**config.mk**
```make
export PLATFORM = sky130hd
export DESIGN_NAME = sram_port_arbiter_flat
export DESIGN_NICKNAME = d
export VERILOG_FILES = /design/src/rtl/sram_port_arbiter_pkg.sv /design/src/rtl/sram_port_arbiter_if.sv /design/src/rtl/sram_rr_pick.sv /design/src/rtl/sram_port_arbiter.sv /design/src/flat_wrapper.sv
export SDC_FILE = /design/constraint.sdc
export NUM_CORES = 1
export LEC_CHECK = 0
export BUFFER_PORTS_ARGS = -buffer_cell sky130_fd_sc_hd__buf_2
export CAP_MARGIN = 20
export CORE_AREA = 4 4 76 71
export DETAILED_ROUTE_END_ITERATION = 6
export DIE_AREA = 0 0 80 75
export GPL_ROUTABILITY_DRIVEN = 0
export HOLD_SLACK_MARGIN = 0.12
export PLACE_DENSITY = 0.78
export SETUP_SLACK_MARGIN = 0.02
export SYNTH_ARGS = -nofsm -noshare
export SYNTH_HDL_FRONTEND = slang
export SYNTH_SLANG_ARGS = --single-unit
```
**constraint.sdc**
```tcl
create_clock -name CLK -period 2.6 [get_ports CLK]
set_input_delay 0.78 -clock CLK [delete_from_list [all_inputs] [get_ports CLK]]
set_output_delay 0.78 -clock CLK [all_outputs]
set_load 0.05 [all_outputs]
```
**src/rtl/sram_port_arbiter_pkg.sv**
```systemverilog
// sram_port_arbiter_pkg: shared requester IDs and SRAM geometry
// for the 512x8 instruction/data SRAM arbiter.
package sram_port_arbiter_pkg;

  localparam int ADDR_W = 9;
  localparam int DATA_W = 8;
  localparam int STAT_W = 16;

  typedef enum logic [1:0] {
    ID_IO = 2'd0,
    ID_IF = 2'd1,
    ID_DM = 2'd2
  } req_id_e;

endpackage

```
**src/rtl/sram_port_arbiter_if.sv**
```systemverilog
// sram_port_arbiter_if: requester handshakes, read return,
// SRAM macro pins and grant statistics.
interface sram_port_arbiter_if
  import sram_port_arbiter_pkg::*;
#(
  parameter int ADDR_WIDTH = ADDR_W,
  parameter int DATA_WIDTH = DATA_W,
  parameter int STAT_WIDTH = STAT_W
);

  logic                  IO_REQ;
  logic                  IF_REQ;
  logic                  DM_REQ;
  logic                  IO_WE;
  logic                  DM_WE;
  logic [ADDR_WIDTH-1:0] IO_ADDR;
  logic [ADDR_WIDTH-1:0] IF_ADDR;
  logic [ADDR_WIDTH-1:0] DM_ADDR;
  logic [DATA_WIDTH-1:0] IO_WDATA;
  logic [DATA_WIDTH-1:0] DM_WDATA;
  logic                  IO_LOCK;
  logic                  IO_GNT;
  logic                  IF_GNT;
  logic                  DM_GNT;
  logic                  RVLD;
  logic [1:0]            RID;
  logic [DATA_WIDTH-1:0] RDATA;
  logic                  SRAM_CEN_N;
  logic                  SRAM_WEN_N;
  logic [ADDR_WIDTH-1:0] SRAM_A;
  logic [DATA_WIDTH-1:0] SRAM_D;
  logic [DATA_WIDTH-1:0] SRAM_Q;
  logic [STAT_WIDTH-1:0] STAT_IO;
  logic [STAT_WIDTH-1:0] STAT_IF;
  logic [STAT_WIDTH-1:0] STAT_DM;

  modport slave (
    input  IO_REQ, IF_REQ, DM_REQ,
    input  IO_WE, DM_WE,
    input  IO_ADDR, IF_ADDR, DM_ADDR,
    input  IO_WDATA, DM_WDATA,
    input  IO_LOCK,
    output IO_GNT, IF_GNT, DM_GNT,
    output RVLD, RID, RDATA,
    output SRAM_CEN_N, SRAM_WEN_N,
    output SRAM_A, SRAM_D,
    input  SRAM_Q,
    output STAT_IO, STAT_IF, STAT_DM
  );

  modport master (
    output IO_REQ, IF_REQ, DM_REQ,
    output IO_WE, DM_WE,
    output IO_ADDR, IF_ADDR, DM_ADDR,
    output IO_WDATA, DM_WDATA,
    output IO_LOCK,
    input  IO_GNT, IF_GNT, DM_GNT,
    input  RVLD, RID, RDATA,
    input  SRAM_CEN_N, SRAM_WEN_N,
    input  SRAM_A, SRAM_D,
    output SRAM_Q,
    input  STAT_IO, STAT_IF, STAT_DM
  );

endinterface

```
**src/rtl/sram_rr_pick.sv**
```systemverilog
// sram_rr_pick: 2-input round-robin picker, req[0]=IF, req[1]=DM.
// The pointer moves to the loser after every advance.
module sram_rr_pick
  import sram_port_arbiter_pkg::*;
(
  input  logic       clk,
  input  logic       rst,
  input  logic [1:0] req,
  input  logic       advance,
  output logic [1:0] gnt
);

  logic ptr;

  always_comb begin
    gnt = 2'b00;
    if (ptr == 1'b0)
      gnt = req[0] ? 2'b01 : {req[1], 1'b0};
    else
      gnt = req[1] ? 2'b10 : {1'b0, req[0]};
  end

  // ptr=1 prefers DM: set it whenever IF just won
  always_ff @(posedge clk) begin
    if (rst)
      ptr <= 1'b0;
    else if (advance)
      ptr <= gnt[0];
  end

endmodule

```
**src/rtl/sram_port_arbiter.sv**
```systemverilog
// sram_port_arbiter: IO/IF/DM access to one SRAM macro.
// SRAM_ARB_STATS_EN enables per-requester grant counters.
module sram_port_arbiter
  import sram_port_arbiter_pkg::*;
#(
  parameter int ADDR_WIDTH = ADDR_W,
  parameter int DATA_WIDTH = DATA_W,
  parameter int STAT_WIDTH = STAT_W
)(
  input logic                CLK,
  input logic                RST,
  sram_port_arbiter_if.slave bus
);

  logic                  io_gnt;
  logic                  cpu_ok;
  logic [1:0]            cpu_req;
  logic [1:0]            cpu_gnt;

  logic                  win_vld;
  logic                  win_we;
  logic                  win_ld_d;
  req_id_e               win_id;
  logic [ADDR_WIDTH-1:0] win_addr;
  logic [DATA_WIDTH-1:0] win_wdata;

  logic                  cen_n;
  logic                  wen_n;
  logic [ADDR_WIDTH-1:0] a;
  logic [DATA_WIDTH-1:0] d;
  logic                  rd_pend;
  req_id_e               rd_id;
  logic                  rvld;
  req_id_e               rid;

  // IO always wins; lock keeps the CPU out even when IO idles
  assign io_gnt  = bus.IO_REQ & ~RST;
  assign cpu_ok  = ~RST & ~bus.IO_REQ & ~bus.IO_LOCK;
  assign cpu_req = {bus.DM_REQ, bus.IF_REQ} & {2{cpu_ok}};

  sram_rr_pick u_pick (
    .clk     (CLK),
    .rst     (RST),
    .req     (cpu_req),
    .advance (|cpu_gnt),
    .gnt     (cpu_gnt)
  );

  assign bus.IO_GNT = io_gnt;
  assign bus.IF_GNT = cpu_gnt[0];
  assign bus.DM_GNT = cpu_gnt[1];

  always_comb begin
    win_vld   = 1'b0;
    win_we    = 1'b0;
    win_ld_d  = 1'b0;
    win_id    = ID_IO;
    win_addr  = bus.IO_ADDR;
    win_wdata = bus.IO_WDATA;
    unique case (1'b1)
      io_gnt: begin
        win_vld  = 1'b1;
        win_we   = bus.IO_WE;
        win_ld_d = 1'b1;
      end
      cpu_gnt[0]: begin
        win_vld  = 1'b1;
        win_id   = ID_IF;
        win_addr = bus.IF_ADDR;
      end
      cpu_gnt[1]: begin
        win_vld   = 1'b1;
        win_we    = bus.DM_WE;
        win_ld_d  = 1'b1;
        win_id    = ID_DM;
        win_addr  = bus.DM_ADDR;
        win_wdata = bus.DM_WDATA;
      end
      default: ;
    endcase
  end

  always_ff @(posedge CLK) begin
    if (RST) begin
      cen_n   <= 1'b1;
      wen_n   <= 1'b1;
      a       <= '0;
      d       <= '0;
      rd_pend <= 1'b0;
      rd_id   <= ID_IO;
      rvld    <= 1'b0;
      rid     <= ID_IO;
    end else begin
      cen_n   <= ~win_vld;
      wen_n   <= ~(win_vld & win_we);
      if (win_vld)
        a <= win_addr;
      if (win_ld_d)
        d <= win_wdata;
      rd_pend <= win_vld & ~win_we;
      rd_id   <= win_id;
      rvld    <= rd_pend;
      if (rd_pend)
        rid <= rd_id;
    end
  end

  assign bus.SRAM_CEN_N = cen_n;
  assign bus.SRAM_WEN_N = wen_n;
  assign bus.SRAM_A     = a;
  assign bus.SRAM_D     = d;
  assign bus.RVLD       = rvld;
  assign bus.RID        = rid;
  assign bus.RDATA      = rvld ? bus.SRAM_Q : '0;

`ifdef SRAM_ARB_STATS_EN
  logic [STAT_WIDTH-1:0] stat_io;
  logic [STAT_WIDTH-1:0] stat_if;
  logic [STAT_WIDTH-1:0] stat_dm;

  // saturating: counters stick at all-ones
  always_ff @(posedge CLK) begin
    if (RST) begin
      stat_io <= '0;
      stat_if <= '0;
      stat_dm <= '0;
    end else begin
      if (io_gnt && !(&stat_io))
        stat_io <= stat_io + 1'b1;
      if (cpu_gnt[0] && !(&stat_if))
        stat_if <= stat_if + 1'b1;
      if (cpu_gnt[1] && !(&stat_dm))
        stat_dm <= stat_dm + 1'b1;
    end
  end

  assign bus.STAT_IO = stat_io;
  assign bus.STAT_IF = stat_if;
  assign bus.STAT_DM = stat_dm;
`else
  assign bus.STAT_IO = {STAT_WIDTH{1'b0}};
  assign bus.STAT_IF = {STAT_WIDTH{1'b0}};
  assign bus.STAT_DM = {STAT_WIDTH{1'b0}};
`endif

endmodule
```
**src/flat_wrapper.sv**
```systemverilog
// flat-port wrapper written by rule: the top's interface ports become plain ports
module sram_port_arbiter_flat import sram_port_arbiter_pkg::*;
#(
  parameter int ADDR_WIDTH = ADDR_W,
  parameter int DATA_WIDTH = DATA_W,
  parameter int STAT_WIDTH = STAT_W
)
  (CLK, RST, bus_IO_REQ, bus_IF_REQ, bus_DM_REQ, bus_IO_WE, bus_DM_WE, bus_IO_ADDR, bus_IF_ADDR, bus_DM_ADDR, bus_IO_WDATA, bus_DM_WDATA, bus_IO_LOCK, bus_IO_GNT, bus_IF_GNT, bus_DM_GNT, bus_RVLD, bus_RID, bus_RDATA, bus_SRAM_CEN_N, bus_SRAM_WEN_N, bus_SRAM_A, bus_SRAM_D, bus_SRAM_Q, bus_STAT_IO, bus_STAT_IF, bus_STAT_DM);
  sram_port_arbiter_if #(.ADDR_WIDTH(ADDR_WIDTH), .DATA_WIDTH(DATA_WIDTH), .STAT_WIDTH(STAT_WIDTH)) bus_i ();
  input logic CLK;
  input logic RST;
  input wire logic [$bits(bus_i.IO_REQ)-1:0] bus_IO_REQ;
  input wire logic [$bits(bus_i.IF_REQ)-1:0] bus_IF_REQ;
  input wire logic [$bits(bus_i.DM_REQ)-1:0] bus_DM_REQ;
  input wire logic [$bits(bus_i.IO_WE)-1:0] bus_IO_WE;
  input wire logic [$bits(bus_i.DM_WE)-1:0] bus_DM_WE;
  input wire logic [$bits(bus_i.IO_ADDR)-1:0] bus_IO_ADDR;
  input wire logic [$bits(bus_i.IF_ADDR)-1:0] bus_IF_ADDR;
  input wire logic [$bits(bus_i.DM_ADDR)-1:0] bus_DM_ADDR;
  input wire logic [$bits(bus_i.IO_WDATA)-1:0] bus_IO_WDATA;
  input wire logic [$bits(bus_i.DM_WDATA)-1:0] bus_DM_WDATA;
  input wire logic [$bits(bus_i.IO_LOCK)-1:0] bus_IO_LOCK;
  output wire logic [$bits(bus_i.IO_GNT)-1:0] bus_IO_GNT;
  output wire logic [$bits(bus_i.IF_GNT)-1:0] bus_IF_GNT;
  output wire logic [$bits(bus_i.DM_GNT)-1:0] bus_DM_GNT;
  output wire logic [$bits(bus_i.RVLD)-1:0] bus_RVLD;
  output wire logic [$bits(bus_i.RID)-1:0] bus_RID;
  output wire logic [$bits(bus_i.RDATA)-1:0] bus_RDATA;
  output wire logic [$bits(bus_i.SRAM_CEN_N)-1:0] bus_SRAM_CEN_N;
  output wire logic [$bits(bus_i.SRAM_WEN_N)-1:0] bus_SRAM_WEN_N;
  output wire logic [$bits(bus_i.SRAM_A)-1:0] bus_SRAM_A;
  output wire logic [$bits(bus_i.SRAM_D)-1:0] bus_SRAM_D;
  input wire logic [$bits(bus_i.SRAM_Q)-1:0] bus_SRAM_Q;
  output wire logic [$bits(bus_i.STAT_IO)-1:0] bus_STAT_IO;
  output wire logic [$bits(bus_i.STAT_IF)-1:0] bus_STAT_IF;
  output wire logic [$bits(bus_i.STAT_DM)-1:0] bus_STAT_DM;
  assign bus_i.IO_REQ = bus_IO_REQ;
  assign bus_i.IF_REQ = bus_IF_REQ;
  assign bus_i.DM_REQ = bus_DM_REQ;
  assign bus_i.IO_WE = bus_IO_WE;
  assign bus_i.DM_WE = bus_DM_WE;
  assign bus_i.IO_ADDR = bus_IO_ADDR;
  assign bus_i.IF_ADDR = bus_IF_ADDR;
  assign bus_i.DM_ADDR = bus_DM_ADDR;
  assign bus_i.IO_WDATA = bus_IO_WDATA;
  assign bus_i.DM_WDATA = bus_DM_WDATA;
  assign bus_i.IO_LOCK = bus_IO_LOCK;
  assign bus_IO_GNT = bus_i.IO_GNT;
  assign bus_IF_GNT = bus_i.IF_GNT;
  assign bus_DM_GNT = bus_i.DM_GNT;
  assign bus_RVLD = bus_i.RVLD;
  assign bus_RID = bus_i.RID;
  assign bus_RDATA = bus_i.RDATA;
  assign bus_SRAM_CEN_N = bus_i.SRAM_CEN_N;
  assign bus_SRAM_WEN_N = bus_i.SRAM_WEN_N;
  assign bus_SRAM_A = bus_i.SRAM_A;
  assign bus_SRAM_D = bus_i.SRAM_D;
  assign bus_i.SRAM_Q = bus_SRAM_Q;
  assign bus_STAT_IO = bus_i.STAT_IO;
  assign bus_STAT_IF = bus_i.STAT_IF;
  assign bus_STAT_DM = bus_i.STAT_DM;
  sram_port_arbiter #(.ADDR_WIDTH(ADDR_WIDTH), .DATA_WIDTH(DATA_WIDTH), .STAT_WIDTH(STAT_WIDTH)) u_core (.CLK(CLK), .RST(RST), .bus(bus_i));
endmodule
```
==> results of run 1 <==
state kept, by name, indices dropped and copies added (netlist names):
signal / flops
u_core.rd_id: 2
u_core.bus.RVLD: 1
u_core.u_pick.ptr: 1
u_core.bus.SRAM_D: 8
u_core.bus.RID: 2
u_core.bus.SRAM_A: 9
u_core.bus.SRAM_CEN_N: 1
u_core.rd_pend: 1
u_core.bus.SRAM_WEN_N: 1
through the flow:
| step | power (µW) | hold WS, ps |
|---|---|---|
| finish | 1140 | 471 |
| global route | 1190 | 515 |
| CTS | 1140 | 477 |
| detailed placement | 884 | 456 |
| global placement | 879 | 452 |
| floorplan | 843 | 440 |
power by group:
part,switching (µW),internal [µW]
Clock,125,135
Combinational,345,96.8
Sequential,13.1,423
timing repair:
item | CTS | global route
setup endpoints to repair | 1 | 1
gates resized for setup | 2 | 0
pin swaps | 0 | 1
metal layers:
metal	vias up	GRT usage, %	routed length (µm)
li1	814	-	-
met1	797	17.1	1850
met2	99	27.0	2540
met3	6	2.99	498
met4	0	5.44	63
met5	-	0	0
kinds of logic after synthesis:
family,share of synthesized area [%]
buffers and inverters,26.0
DFF,29.5
AOI/OAI and AO/OA,18.8
other,0.213
and+or+nand+nor,19.2
muxes,6.24
placed cells by master, fill, tap and decap left out:
master    instances
buf_2            90
conb_1           48
dfxtp_1          26
and2_1           18
mux2i_1          11
nor3_1           10
buf_4            10
nand3_1           9
nand4_1           9
a41oi_1           8
o311ai_0          8
a21oi_1           8
a311oi_1          7
clkbuf_8          4
nor2_1            3
nor3_4            2
nor2b_1           2
nand2b_1          2
a311oi_2          2
a21boi_0          1
inv_2             1
inv_1             1
or3_1             1
o21bai_2          1
a21o_1            1
o21ba_2           1
a221oi_1          1
o21bai_1          1
a22oi_1           1
buf_6             1
area by class of cell:
cell class | instances | area [µm²]
Fill cell | 476 | 2520
Multi-Input combinational cell | 155 | 961
Timing Repair Buffer | 101 | 537
Sequential cell | 26 | 520
Tap cell | 65 | 81.3
Clock buffer | 4 | 55.1
Inverter | 2 | 7.51
critical path, stage by stage:
cell and delay, ps:
buf_2 130, or3_1 440, nor3_4 180, buf_6 190
path summary, 6_finish.rpt:
check | end | from | depth (start not counted) | slack [ps]
setup / recovery | bus_DM_GNT | bus_IO_LOCK | 4 | 100
hold / removal | u_core.bus.RID[1] | u_core.rd_id[1] | 2 | 470
setup reg to reg | u_core.bus.SRAM_A[1] | u_core.u_pick.ptr | 3 | 1080
hold reg to reg | u_core.bus.RID[1] | u_core.rd_id[1] | 2 | 470
==> metrics.txt, run 1 <==
Final Setup Violations 0; chip height roughly 75 µm; number of global-route vias before repair between 1.5k and 2k; Post-synth EDFFs 0; first-pass GRT wire length 6.99 mm; initial antenna violation count 0; Skew-Pair Late Insertion Delay approximately 270 ps; critical path class in2out; DR vias/cell 4.86; outcome completed; total core area 0.00468 mm²; LEAKAGE about 0.0011 µW; DRT iter0 DRCs slightly above 80; largest net degree at the start of global routing 28; Worst EP arrival between 1500 and 2000 ps; top post-synthesis cells by count buf_4, dfxtp_1, and2_1, mux2i_1, nor3_1; post-synthesis async set-or-reset flop share 0%; Seq/Total Area, Yosys between 20% and 30%; die area about 0.0060 mm²; post-CTS setup buffer count 0; top cells by area, synth dfxtp_1, buf_4, and2_1; worst setup slack after placement -49.0 ps; fin crit share around 96%; Top FF cell, synth dfxtp_1; clk sinks 26; Min-Delay Path Class reg2reg; RSZ-0062 raised after global routing false; Antenna Violating Nets Remaining 0; GRT Residual Overflow 0; CTS H-tree lvls 1; PwrDens 526 mW/mm²; Post-DP HPWL around 3.8 mm; root buf cell clkbuf_8; Avg WL per Cell 14.0 µm; Final Util 46.2%; sum of negative setup slack 0 ps; FP Rows 24; slew margin rel. a little over half; Mapped Area around 0.0018 mm²; Yosys warning total 0; Hold Vio Cnt, Final 0; Placed Cells between 300 and 400; I/O pins 140; CP Launch Type input pin; clk_skew 0.624 ps; drt total wl 4.95 mm; # diodes 0; Final Max Tran Viols 0; Initial DRT Pass Iterations 4; Max Freq about 400 MHz; WP data required ~1800 ps; final net count roughly 350; Unique masters post-synth 31; Crit Path Max Fanout 4; post-synth top area share between 20% and 30%; synthesis-stage register bit count 26; final std cells w/o fill 353; Final Worst Setup Slack a little over 100 ps; share of cells above drive strength 1 between 30% and 40%; Longest Clk Path Bufs 2; clock slew at reported path FFs around 90 ps; CTS tree built; DP Area between 0.002 and 0.0025 mm²; Tightest Pin Transition about 700 ps; die span in x ~80 µm; Via Count between 1.5k and 2k; area leader, netlist dfxtp_1; hold bufs inserted after CTS 0; # port buffers 91; drc violations 0; synthesized area per cell 8.82 µm²; GRT Overall Usage between 10% and 20%; Final min period approximately 2500 ps; Initial Util a little under two fifths; CP endpoint kind primary output; Max-Cap Viols 0; top-count cell post-synth buf_4; cts bufs inserted 3; post-route cell area about 0.0022 mm²; Post-Synthesis Cells 200; synth-to-layout area growth 22.6%; peak supply drop approximately 0.34 mV
Note: power is estimated with default switching activity, not from simulation.
==> run 2, diff against run 1 <==
Settings changed: CORE_AREA 4 4 76 71 to 4 4 74 70, DIE_AREA 0 0 80 75 to 0 0 78 74, SYNTH_HIERARCHICAL set to 1.
==> metrics.txt, run 2 <==
cts bufs inserted 3; Final Util roughly 47%; post-synthesis async set-or-reset flop share 0%; fin crit share 94.7%; clk_skew slightly below 6 ps; CP endpoint bus_DM_GNT; sw power between 400 and 500 µW; root buf cell clkbuf_8; outcome completed; Hold Vio Cnt, Final 0; total core area about 0.0043 mm²; chip height roughly 74 µm; top cells by area, synth dfxtp_1, buf_4, mux2i_1; CTS H-tree lvls 1; combinational share of power 39.0%; Mapped Area ~0.0016 mm²; storage element area 520 µm²; Crit. Startpoint bus_IO_REQ; Via Count between 1k and 1.5k; Slowest cell on crit path clkbuf_4; Final min period 2460 ps; critical path class in2out; sum of negative setup slack 0 ps; peak supply drop 0.234 mV; Post-DP HPWL just over 3 mm; area leader, netlist dfxtp_1; Top FF cell, synth dfxtp_1; GRT Residual Overflow 0; post-CTS setup buffer count 0; final net count roughly 330; reg-to-reg slack, setup around 930 ps; Skew-Pair Late Insertion Delay between 200 and 300 ps; Initial DRT Pass Iterations 4; Post-Synthesis Cells about 180; Crit Path Max Fanout 2; DRT iter0 DRCs 24; WP data required approximately 1800 ps; Reg-to-Reg End u_core/bus.SRAM_A[7]; max reg flops 9; Longest Clk Path Bufs 2; Seq/Total Area, Yosys 32.0%; Clock Power Share about a fifth; Post-synth EDFFs 0; Yosys warning total 6; number of global-route vias before repair 1357; Worst EP arrival approximately 1700 ps; Min-Delay Path Class reg2reg; Max-Cap Viols 0; initial antenna violation count 0; top-count cell post-synth buf_4; CP Launch Type input pin; sequential power share approximately two fifths; Max Freq between 400 and 500 MHz; Avg WL per Cell between 10 and 15 µm; I/O pins 140; most frequent cells in the layout buf_2, conb_1, dfxtp_1; LEAKAGE between 0.001 and 0.0015 µW; area of the multi-input gates 842 µm²; clock slew at reported path FFs ~90 ps; GRT Overall Usage between 10% and 20%; Worst path max stage delay 250 ps; hold bufs inserted after CTS 0; largest net degree at the start of global routing 29; share of cells above drive strength 1 43.7%; # diodes 0; synthesis-stage register bit count 26; R2R cell count 7; fillers around 400; first-pass GRT wire length around 5.7 mm; worst-path cell chain buf_2 > nor3_1 > and2_1 > a21boi_4 > clkbuf_4; Final Max Tran Viols 0; reg2reg start u_core/u_pick/ptr; top post-synthesis cells by count buf_4, dfxtp_1, nor2_1; DR vias/cell roughly 4.2; Pint 624 µW; drc violations 0; FP Rows 23; synth-to-layout area growth 24.2%; commonest non-fill, non-tap cell in the layout buf_2; CP endpoint kind primary output; Final Setup Violations 0; clk sinks 26; drt total wl about 3.8 mm; synthesized area per cell ~9 µm²; die area between 0.005 and 0.006 mm²; post-synth top area share 32.0%; Antenna Violating Nets Remaining 0; CTS tree built; PwrDens roughly 530 mW/mm²; Initial Util around 37%; Unique masters post-synth 27; die span in x ~80 µm; switching share of power between 40% and 50%; RSZ-0062 raised after global routing false; # port buffers 91
==> run 2: cell types whose count changed in the layout (fill, tap and decap cells not counted), moves of 9 or more <==
cell / change
a22oi_1: +9
nand4_1: -9
nand2_1: +9
nand3_1: -9
nor2_1: +9
==> run 2: critical path, delay by kind of cell <==
kind | cells | cell delay [ps]
AND/OR/NAND/NOR | 2 | 370
AO/OA/AOI/OAI | 1 | 180
buffers and inverters | 2 | 350
==> run 2: layout make-up <==
type,instances,share of cell area [%]
Sequential cell,26,25.8
Multi-Input combinational cell,138,41.7
Clock buffer,3,2.04
Tap cell,62,3.84
Inverter,3,0.557
Timing Repair Buffer,100,26.1
==> run 2: kinds of logic (layout without fill, tap and decap cells) <==
family | after synthesis | after routing | share of synthesized area, %
compound gates | 23 | 23 | 11.8
other cells | 1 | 48 | 0.231
flops | 26 | 26 | 32.0
simple gates | 49 | 49 | 16.0
mux | 18 | 18 | 11.7
buf+inv | 62 | 106 | 28.2
==> run 2: routing by layer <==
metal	up-vias	global-route usage, %	wire length [µm]	part of all wire (%)
met5	-	0	0	0
met4	0	5.24	53	1.4
met3	4	2.42	434	12
met2	91	23.3	1900	50
met1	619	12.5	1380	37
li1	691	-	-	-
==> run 2: power groups by stage <==
stage	Clock (µW)	Sequential, µW	Combinational [µW]
floorplan	0	526	313
CTS	230	437	418
global route	246	440	443
global placement	0	445	416
finish	220	436	419
detailed placement	0	446	418
==> run 2: timing repair <==
| action | in CTS | in global routing |
|---|---|---|
| gates resized for setup | 0 | 2 |
| endpoints found under the setup margin | 0 | 2 |
| endpoints found under the hold margin | 0 | 0 |
==> run 2: stage by stage <==
step	worst slack (ps)	power [µW]	area [µm²]	hold slack, ps	instances
floorplan	23.5	839	1820	440	226
global placement	88.2	861	1970	446	329
detailed placement	21.1	864	1970	458	329
CTS	93.6	1090	2020	479	332
global route	26.2	1130	2020	534	332
finish	137	1080	2020	473	332
==> run 2: worst min-delay path by stage <==
stage                         start                end  slack [ps]  cells after the start
floorplan           u_core/rd_id[0]  u_core/bus.RID[0]         440                      2
global placement    u_core/rd_id[0]  u_core/bus.RID[0]         450                      2
detailed placement  u_core/rd_id[0]  u_core/bus.RID[0]         460                      2
CTS                 u_core/rd_id[0]  u_core/bus.RID[0]         480                      2
global route        u_core/rd_id[0]  u_core/bus.RID[0]         530                      2
finish              u_core/rd_id[0]  u_core/bus.RID[0]         470                      2
